File: src/rtl/aes_pkg.sv
// Shared types for the AES round scheduler: one-hot FSM states, statemt-port owner codes, key_len->Nr table.
// Latency: none (types and pure functions only).
// Backpressure: not applicable.
package aes_pkg;

    typedef enum logic [7:0] {
        S_IDLE = 8'b0000_0001,
        S_ARK0 = 8'b0000_0010,
        S_SB   = 8'b0000_0100,
        S_MC   = 8'b0000_1000,
        S_ARK  = 8'b0001_0000,
        S_SBF  = 8'b0010_0000,
        S_ARKF = 8'b0100_0000,
        S_DONE = 8'b1000_0000
    } state_t;

    typedef enum logic [1:0] {
        SEL_ARK  = 2'd0,
        SEL_SB   = 2'd1,
        SEL_MC   = 2'd2,
        SEL_NONE = 2'd3
    } mem_sel_t;

    localparam logic [3:0] NR_RESET = 4'd10;

    // Round count for a key size; encoding 3 is reserved and falls back to dflt.
    function automatic logic [3:0] nr_of(input logic [1:0] kl, input logic [3:0] dflt);
        case (kl)
            2'd0:    return 4'd10;
            2'd1:    return 4'd12;
            2'd2:    return 4'd14;
            default: return dflt;
        endcase
    endfunction

    // Which child owns the statemt port while the FSM sits in state s.
    function automatic mem_sel_t sel_of(input state_t s);
        case (s)
            S_ARK0, S_ARK, S_ARKF: return SEL_ARK;
            S_SB, S_SBF:           return SEL_SB;
            S_MC:                  return SEL_MC;
            default:               return SEL_NONE;
        endcase
    endfunction

endpackage

File: src/rtl/aes_phase_hs.sv
// Start/done handshake for one scheduler phase; masks a done seen in the phase's first cycle.
// Latency: combinational start/done_ok, one register tracks "past first cycle".
// Backpressure: start stays high until a qualified done; the phase owner holds active meanwhile.
module aes_phase_hs (
    input  logic clk,
    input  logic rst_n,
    input  logic active,
    input  logic done_in,
    output logic start,
    output logic done_ok
);

    logic armed;

    assign start   = active;
    assign done_ok = active && armed && done_in;

    // Armed from the second cycle of a phase; cleared whenever a phase ends so the next one starts masked.
    always_ff @(posedge clk) begin
        if (!rst_n) begin
            armed <= 1'b0;
        end else begin
            armed <= active && !done_ok;
        end
    end

endmodule

File: src/rtl/aes_round_sched.sv
// Sequences AddRoundKey / ByteSub+ShiftRow / MixColumn children through a full AES block schedule.
// Latency: each phase costs child latency + 1 cycle, phases back-to-back, plus one DONE cycle.
// Backpressure: a phase holds its child start high until that child's done is accepted; other dones ignored.
module aes_round_sched
    import aes_pkg::*;
#(
    parameter int NR_DEFAULT = 10
) (
    input  logic        ap_clk,
    input  logic        ap_rst_n,
    input  logic        ap_start,
    input  logic [1:0]  key_len,
    output logic        ap_done,
    output logic        ap_idle,
    output logic        ap_ready,
    output logic        ark_start,
    input  logic        ark_done,
    output logic [31:0] ark_n,
    output logic        sb_start,
    input  logic        sb_done,
    output logic        mc_start,
    input  logic        mc_done,
    output logic [1:0]  mem_sel
);

    localparam logic [3:0] NR_DFLT = 4'(NR_DEFAULT);

    state_t     state, state_nxt;
    logic [3:0] rnd, rnd_nxt;
    logic [3:0] nr, nr_nxt;
    logic [4:0] rnd_inc;
    mem_sel_t   sel_q;
    logic [3:0] n_q, n_nxt;
    logic       in_phase;
    logic       child_done;
    logic       phase_start;
    logic       phase_go;

    aes_phase_hs u_hs (
        .clk     (ap_clk),
        .rst_n   (ap_rst_n),
        .active  (in_phase),
        .done_in (child_done),
        .start   (phase_start),
        .done_ok (phase_go)
    );

    assign ark_start = phase_start && (sel_q == SEL_ARK);
    assign sb_start  = phase_start && (sel_q == SEL_SB);
    assign mc_start  = phase_start && (sel_q == SEL_MC);
    assign mem_sel   = sel_q;
    assign ark_n     = {28'd0, n_q};
    assign ap_done   = (state == S_DONE);
    assign ap_ready  = (state == S_DONE);
    assign ap_idle   = (state == S_IDLE) && !ap_start;
    assign rnd_inc   = {1'b0, rnd} + 5'd1;

    // Only the done of the child owning the current phase reaches the handshake.
    always_comb begin
        child_done = 1'b0;
        case (sel_q)
            SEL_ARK: child_done = ark_done;
            SEL_SB:  child_done = sb_done;
            SEL_MC:  child_done = mc_done;
            default: child_done = 1'b0;
        endcase
    end

    // Next state, round counter and latched Nr; a phase advances only on a qualified done.
    always_comb begin
        state_nxt = state;
        rnd_nxt   = rnd;
        nr_nxt    = nr;
        in_phase  = 1'b0;
        case (state)
            S_IDLE: begin
                if (ap_start) begin
                    nr_nxt    = nr_of(key_len, NR_DFLT);
                    rnd_nxt   = 4'd0;
                    state_nxt = S_ARK0;
                end
            end
            S_ARK0: begin
                in_phase = 1'b1;
                if (phase_go) begin
                    rnd_nxt   = rnd_inc[3:0];
                    state_nxt = S_SB;
                end
            end
            S_SB: begin
                in_phase = 1'b1;
                if (phase_go) state_nxt = S_MC;
            end
            S_MC: begin
                in_phase = 1'b1;
                if (phase_go) state_nxt = S_ARK;
            end
            S_ARK: begin
                in_phase = 1'b1;
                if (phase_go) begin
                    rnd_nxt   = rnd_inc[3:0];
                    state_nxt = (rnd_inc < {1'b0, nr}) ? S_SB : S_SBF;
                end
            end
            S_SBF: begin
                in_phase = 1'b1;
                if (phase_go) state_nxt = S_ARKF;
            end
            S_ARKF: begin
                in_phase = 1'b1;
                if (phase_go) state_nxt = S_DONE;
            end
            S_DONE:  state_nxt = S_IDLE;
            default: state_nxt = S_IDLE;
        endcase
    end

    // Round index presented to AddRoundKey for the upcoming phase; zero outside ARK phases.
    always_comb begin
        n_nxt = 4'd0;
        case (state_nxt)
            S_ARK0, S_ARK: n_nxt = rnd_nxt;
            S_ARKF:        n_nxt = nr_nxt;
            default:       n_nxt = 4'd0;
        endcase
    end

    // State plus registered owner/round outputs, all loaded from next-state so they hold for a whole phase.
    always_ff @(posedge ap_clk) begin
        if (!ap_rst_n) begin
            state <= S_IDLE;
            rnd   <= 4'd0;
            nr    <= NR_RESET;
            sel_q <= SEL_NONE;
            n_q   <= 4'd0;
        end else begin
            state <= state_nxt;
            rnd   <= rnd_nxt;
            nr    <= nr_nxt;
            sel_q <= sel_of(state_nxt);
            n_q   <= n_nxt;
        end
    end

endmodule
File: config.mk
export PLATFORM = sky130hd
export DESIGN_NAME = aes_round_sched
export DESIGN_NICKNAME = d
export VERILOG_FILES = /design/src/rtl/aes_pkg.sv /design/src/rtl/aes_phase_hs.sv /design/src/rtl/aes_round_sched.sv
export SDC_FILE = /design/constraint.sdc
export NUM_CORES = 1
export LEC_CHECK = 0
export BUFFER_PORTS_ARGS = -buffer_cell sky130_fd_sc_hd__buf_2
export CORE_UTILIZATION = 55
export DETAILED_ROUTE_END_ITERATION = 10
export GPL_ROUTABILITY_DRIVEN = 1
export PLACE_DENSITY = 0.95
export SYNTH_ARGS = -nofsm -noshare
export SYNTH_HDL_FRONTEND = slang
export SYNTH_HIERARCHICAL = 1
export SYNTH_SLANG_ARGS = --single-unit
File: constraint.sdc
create_clock -name ap_clk -period 6.2 [get_ports ap_clk]
set_clock_uncertainty 0.1 [all_clocks]
set_input_delay 0.31 -clock ap_clk [delete_from_list [all_inputs] [get_ports ap_clk]]
set_output_delay 0.31 -clock ap_clk [all_outputs]
set_load 0.1 [all_outputs]
==> Word-level counts from Yosys, hierarchy flattened <==
Cells that the tools add are included.
{ "totals": {"output_inout_bits": 40, "wordCells": 60, "input_bits": 8, "register_bits": 23} }
{ "classes": {"n_reduce_logical": 15, "magnitude_cmp": 1, "n_mux": 19, "addsub": 1, "n_eq_ne": 18} }
{ "ops": {"columns": ["op", "count"], "rows": [
  ["$mux W8", 7],
  ["$pmux W8 S7", 1],
  ["$eq A8 B2 Y1 const B", 2],
  ["$eq A8 B3 Y1 const B", 2],
  ["$eq A8 B4 Y1 const B", 2],
  ["$eq A8 B5 Y1 const B", 2],
  ["$eq A8 B6 Y1 const B", 2],
  ["$eq A8 B7 Y1 const B", 2],
  ["$mux W4", 4],
  ["$pmux W4 S2", 2],
  ["$eq A8 B1 Y1 const B", 1],
  ["$eq A8 B8 Y1 const B", 1],
  ["$logic_and A1 B1 Y1", 7],
  ["$mux W6", 1],
  ["$pmux W2 S3", 1],
  ["$pmux W3 S2", 1],
  ["$reduce_or A2 Y1", 3],
  ["$reduce_or A6 Y1", 1],
  ["$add A4 B1 Y5 const B", 1],
  ["$lt A5 B4 Y1", 1],
  ["$eq A2 B1 Y1 const B", 2],
  ["$eq A2 B2 Y1 const B", 2],
  ["$pmux W1 S3", 1],
  ["$reduce_or A3 Y1", 1],
  ["3 further kinds", 4]
]} }

==> Longest topological paths before layout <==
{ "logic_depth": {"ltp_word": 10, "ltp_mapped": 12} }

==> Modules after synthesis <==
The synthesis kept the hierarchy.
{ "by_module_without_submodules": {"columns": ["mod", "cells_each", "area_each_um2", "seq_area_each_um2", "instances"], "rows": [
  ["aes_round_sched", 179, 1526.5, 440.4, 1],
  ["aes_phase_hs", 5, 42.5, 20.0, 1]
]} }

==> Worst setup path before layout <==
Ideal clock, no wire load.
{ "synth_path": {"path_kind": "reg2out", "from": "reg state[1]", "to": "out ark_start", "slack_ns": 2.230, "arrival_time_ns": 3.560, "stages_incl_launch_ff": 9, "required_ns": 5.790, "path_buffers": 3, "cell_sequence": "dfxtp_1 clkbuf_2 or3_1 buf_6 nor3_4 nor3_4 inv_4 buf_4 nor3b_1"} }
{ "synth_via": {"elab_chain_cells": 4} }
{ "synth_rtl": {"columns": ["element", "line", "rtl"], "rows": [
  ["from (decl)", "aes_round_sched.sv:28", "state_t state, state_nxt;"],
  ["from (signal assigned)", "aes_round_sched.sv:137", "state <= state_nxt;"],
  ["$eq A8 B7 Y1, or another cell as far along", "aes_round_sched.sv:75", "case (state)"],
  ["$reduce_or A6 Y1 (no line) (*)", null, null],
  ["$mux W1 (*)", "aes_round_sched.sv:75", null],
  ["via in_phase", "aes_round_sched.sv:34", "logic in_phase;"],
  ["$logic_and A1 B1 Y1 (*)", "aes_round_sched.sv:48", "assign ark_start = phase_start && (sel_q == SEL_ARK);"],
  ["to (decl)", "aes_round_sched.sv:16", "output logic ark_start,"]
]} }
Mark *: on every way through the listed nets, which the timed path passes. The rest lies on a longest branch.

==> Final worst setup path <==
{ "layout_path": {"from": "reg state[4]", "to": "reg n_q[3]"} }
{ "layout_via": {"elab_chain_cells": 10} }
{ "layout_rtl": {"columns": ["element", "line", "rtl"], "rows": [
  ["$eq A8 B7 Y1, or another cell as far along", "aes_round_sched.sv:75", null],
  ["$reduce_or A6 Y1 (no line) (*)", null, null],
  ["$mux W1 (*)", "aes_round_sched.sv:75", null],
  ["via in_phase", "aes_round_sched.sv:34", null],
  ["$logic_and A1 B1 Y1 (*) (2 in a row)", "aes_phase_hs.sv:16", "assign done_ok = active && armed && done_in;"],
  ["via phase_go", "aes_round_sched.sv:37", "logic phase_go;"],
  ["$mux W8, or another cell as far along", "aes_round_sched.sv:111", "if (phase_go) state_nxt = S_DONE;"],
  ["$pmux W8 S7", "aes_round_sched.sv:75", null],
  ["$eq A8 B2 Y1 / $eq A8 B5 Y1 (equally long branches)", "aes_round_sched.sv:121", "case (state_nxt)"],
  ["$reduce_or A2 Y1", "aes_round_sched.sv:121", null],
  ["$pmux W4 S2 (*)", "aes_round_sched.sv:121", null],
  ["to (signal assigned)", "aes_round_sched.sv:141", "n_q <= n_nxt;"],
  ["to (decl)", "aes_round_sched.sv:33", "logic [3:0] n_q, n_nxt;"]
]} }
Marks and branches as above.
A chain may end at the register's enable or synchronous reset.

==> qor.txt <==
Yosys reg bits - 23
max-slew violations - 0
DIE HEIGHT - 55.4 um
met2 usage - 34.6%
FP Rows - 19
DP Area - 1550 um2
WL per Instance - 13.0 um
setup violators final - 0
Starting Density - 57.4%
final WL - 3000 um
Antenna Nets Post-Route - 0
clock sink count - 23
Ant. Diodes - 0
yosys warns - 6
ys flop type - dfxtp_1
Mean Syn Cell Area - 8.53 um2
clk_lat worst skew - 320 ps
layout cell share with drive strength beyond 1 - 20.1%
Ports - 48
Synth Instances - 184
M3 GR Usage - 2.34%
global route hottest layer - met2
Worst setup EP type - flip-flop
count leader, synth - buf_4
initial antenna violation count - 0
post-CTS sizing - 0
unrepaired setup endpoints after global routing - no
final worst-path cycle share - 51.2%
Final Worst Setup Slack - 3030 ps
Iter 0 DRT Violations - 52
Max Cap Viol - 0
final core utilization - 57.8%
Hold Crit Endpoint - state[1]
pre-CTS setup slack - 3150 ps
Yosys top cell by area - dfxtp_1
Worst Tran Pin Value - 715 ps
Mapped Area - 1570 um2
Yosys cell types - 57
reg2reg start - state[4]
Setup crit start kind - flip-flop
total number of vias - 1262
nets@finish - 213
# H-tree levels - 1
Hold Buf Count CTS - 0
WHS Path Cells - 3
DPL Wire Length - 2240 um
critical path peak fanout - 15
worst endpoint required time - 6310 ps
Inserted Clock Buffers - 3
CTS clk-pin slew, worst paths - 140 ps
first-pass GRT wire length - 5210 um
register area share after synthesis - 29.3%
IO Port Bufs - 19
hold_sp - ap_start
Layout Cell Area excl Fill - 1580 um2
commonest cells in the netlist - buf_4, dfxtp_1, inv_1, nor2_1, nand2_1
synth top area cells - dfxtp_1, buf_4, ha_1
vias in the first global route - 1152
Slew headroom - 51.9%
Synth async-reset ratio - 0%
Setup CP Type - reg -> reg
Post-CTS Repair Setup Buffers - 0
fmax - 315 MHz
Die W - 55.4 um
gr usage total - 20.9%
Final Hold Vio Count - 0
Pre-antenna DRT Iters - 4
power density over cell area - 221 nW/um2
status - finished clean
Congestion Overflow GR - 0
Placer Congestion - 0.898
reg2reg setup slack - 3030 ps
grt met1 use - 28.1%
pin count of the biggest net entering global routing - 23
TritonCTS clock tree - built
synthesis-to-layout area growth - 0.638%
Setup TNS Final - 0 ps
Leak Pwr - 0.000810 uW
DRC Markers - 0
Worst EP arrival - 3280 ps
Max clock buf depth - 2
number of vias per cell - 5.49
core box area - 2730 um2
VDD IR-drop max - 141 uV
reg2reg end - n_q[3]
hold crit path type - in -> reg
area of the die - 3070 um2
number of flops mapped to enable cells by yosys - 0
post-synth top area share - 29.3%
r2r worst-path depth - 10
CTS root buffer - clkbuf_4
min cycle time layout - 3170 ps
final cells by class:
class	instances	area [um2]
clock buffers	3	22.5
clock inverters	1	5.00
fillers	259	1150
inverters	12	47.5
multi-input cells	141	910
flip-flops and latches	23	460
well taps	31	38.8
repair buffers	19	95.1
per-layer routing:
metal,part of all wire [%],vias to the layer above
li1,-,611
met1,44,593
met2,49,54
met3,5.0,4
met4,1.2,0
met5,0,-
worst max-delay path: stages (launching register included):
cell	delay (ps)
dfxtp_1	400
nor4_1	670
and3_4	300
nor3_4	60
inv_4	100
and3_1	470
or2b_1	210
o31ai_4	90
or2_2	290
a21oi_2	230
o22ai_1	120
cell usage in the layout (no fill, tap or decap), drive strengths merged, types with 2 or more instances in the layout:
| cell type | count |
|---|---|
| conb | 28 |
| dfxtp | 23 |
| buf | 19 |
| inv | 12 |
| nor2 | 11 |
| nand2 | 9 |
| o21ai | 8 |
| nor2b | 7 |
| and3 | 7 |
| nor3 | 6 |
| a31oi | 5 |
| ha | 5 |
| nand3 | 4 |
| a21oi | 4 |
| or2 | 3 |
| nand3b | 3 |
| nor3b | 3 |
| clkbuf | 3 |
| xnor2 | 2 |
| nor4b | 2 |
| xor2 | 2 |
| nand4 | 2 |
| and2 | 2 |
| o211ai | 2 |
| o211a | 2 |
| o2bb2ai | 2 |
| or3 | 2 |
| and4 | 2 |
| o22ai | 2 |
flip-flops by register name, summed over array words and instances (netlist names):
| register | count |
|---|---|
| state | 8 |
| n_q | 4 |
| nr | 4 |
| rnd | 4 |
| mem_sel | 2 |
| u_hs/armed | 1 |
worst max-delay path by stage:
stage              from    endpoint  slack, ps
6_report       state[4]      n_q[3]       3030
5_1_grt        state[4]  mem_sel[1]       2800
4_1_cts        state[4]      n_q[3]       3120
3_5_place_dp   state[4]      n_q[3]       3150
3_3_place_gp   state[4]      n_q[1]       3200
2_1_floorplan  state[1]   ark_start       2230
report_power, final:
group	switching [uW]	internal, uW	leakage, uW
registers	4.39	152	0.000187
logic	108	13.8	0.000606
clock network	48.1	24.1	0.0000177
total	160	190	0.000810
metrics by stage:
| stage | cells | total power [uW] | hold slack (ps) |
|---|---|---|---|
| floorplan | 211 | 285 | 295 |
| global placement | 226 | 278 | 322 |
| detailed placement | 226 | 280 | 320 |
| CTS | 230 | 349 | 216 |
| global route | 230 | 365 | 229 |
| finish | 230 | 350 | 225 |
logic make-up (layout without fill, tap and decap cells):
logic type / Yosys count / after routing / share of synthesized area [%]
XOR/XNOR: 4 / 4 / 2.23
other: 1 / 28 / 0.239
flip-flops: 23 / 23 / 29.3
adder cells (fa/ha/maj): 5 / 5 / 3.99
AND/OR/NAND/NOR: 69 / 69 / 27.7
AO/OA/AOI/OAI: 33 / 33 / 16.0
buffers and inverters: 47 / 35 / 19.1
multiplexers: 2 / 2 / 1.36
Power figures use the tool's default switching activity.
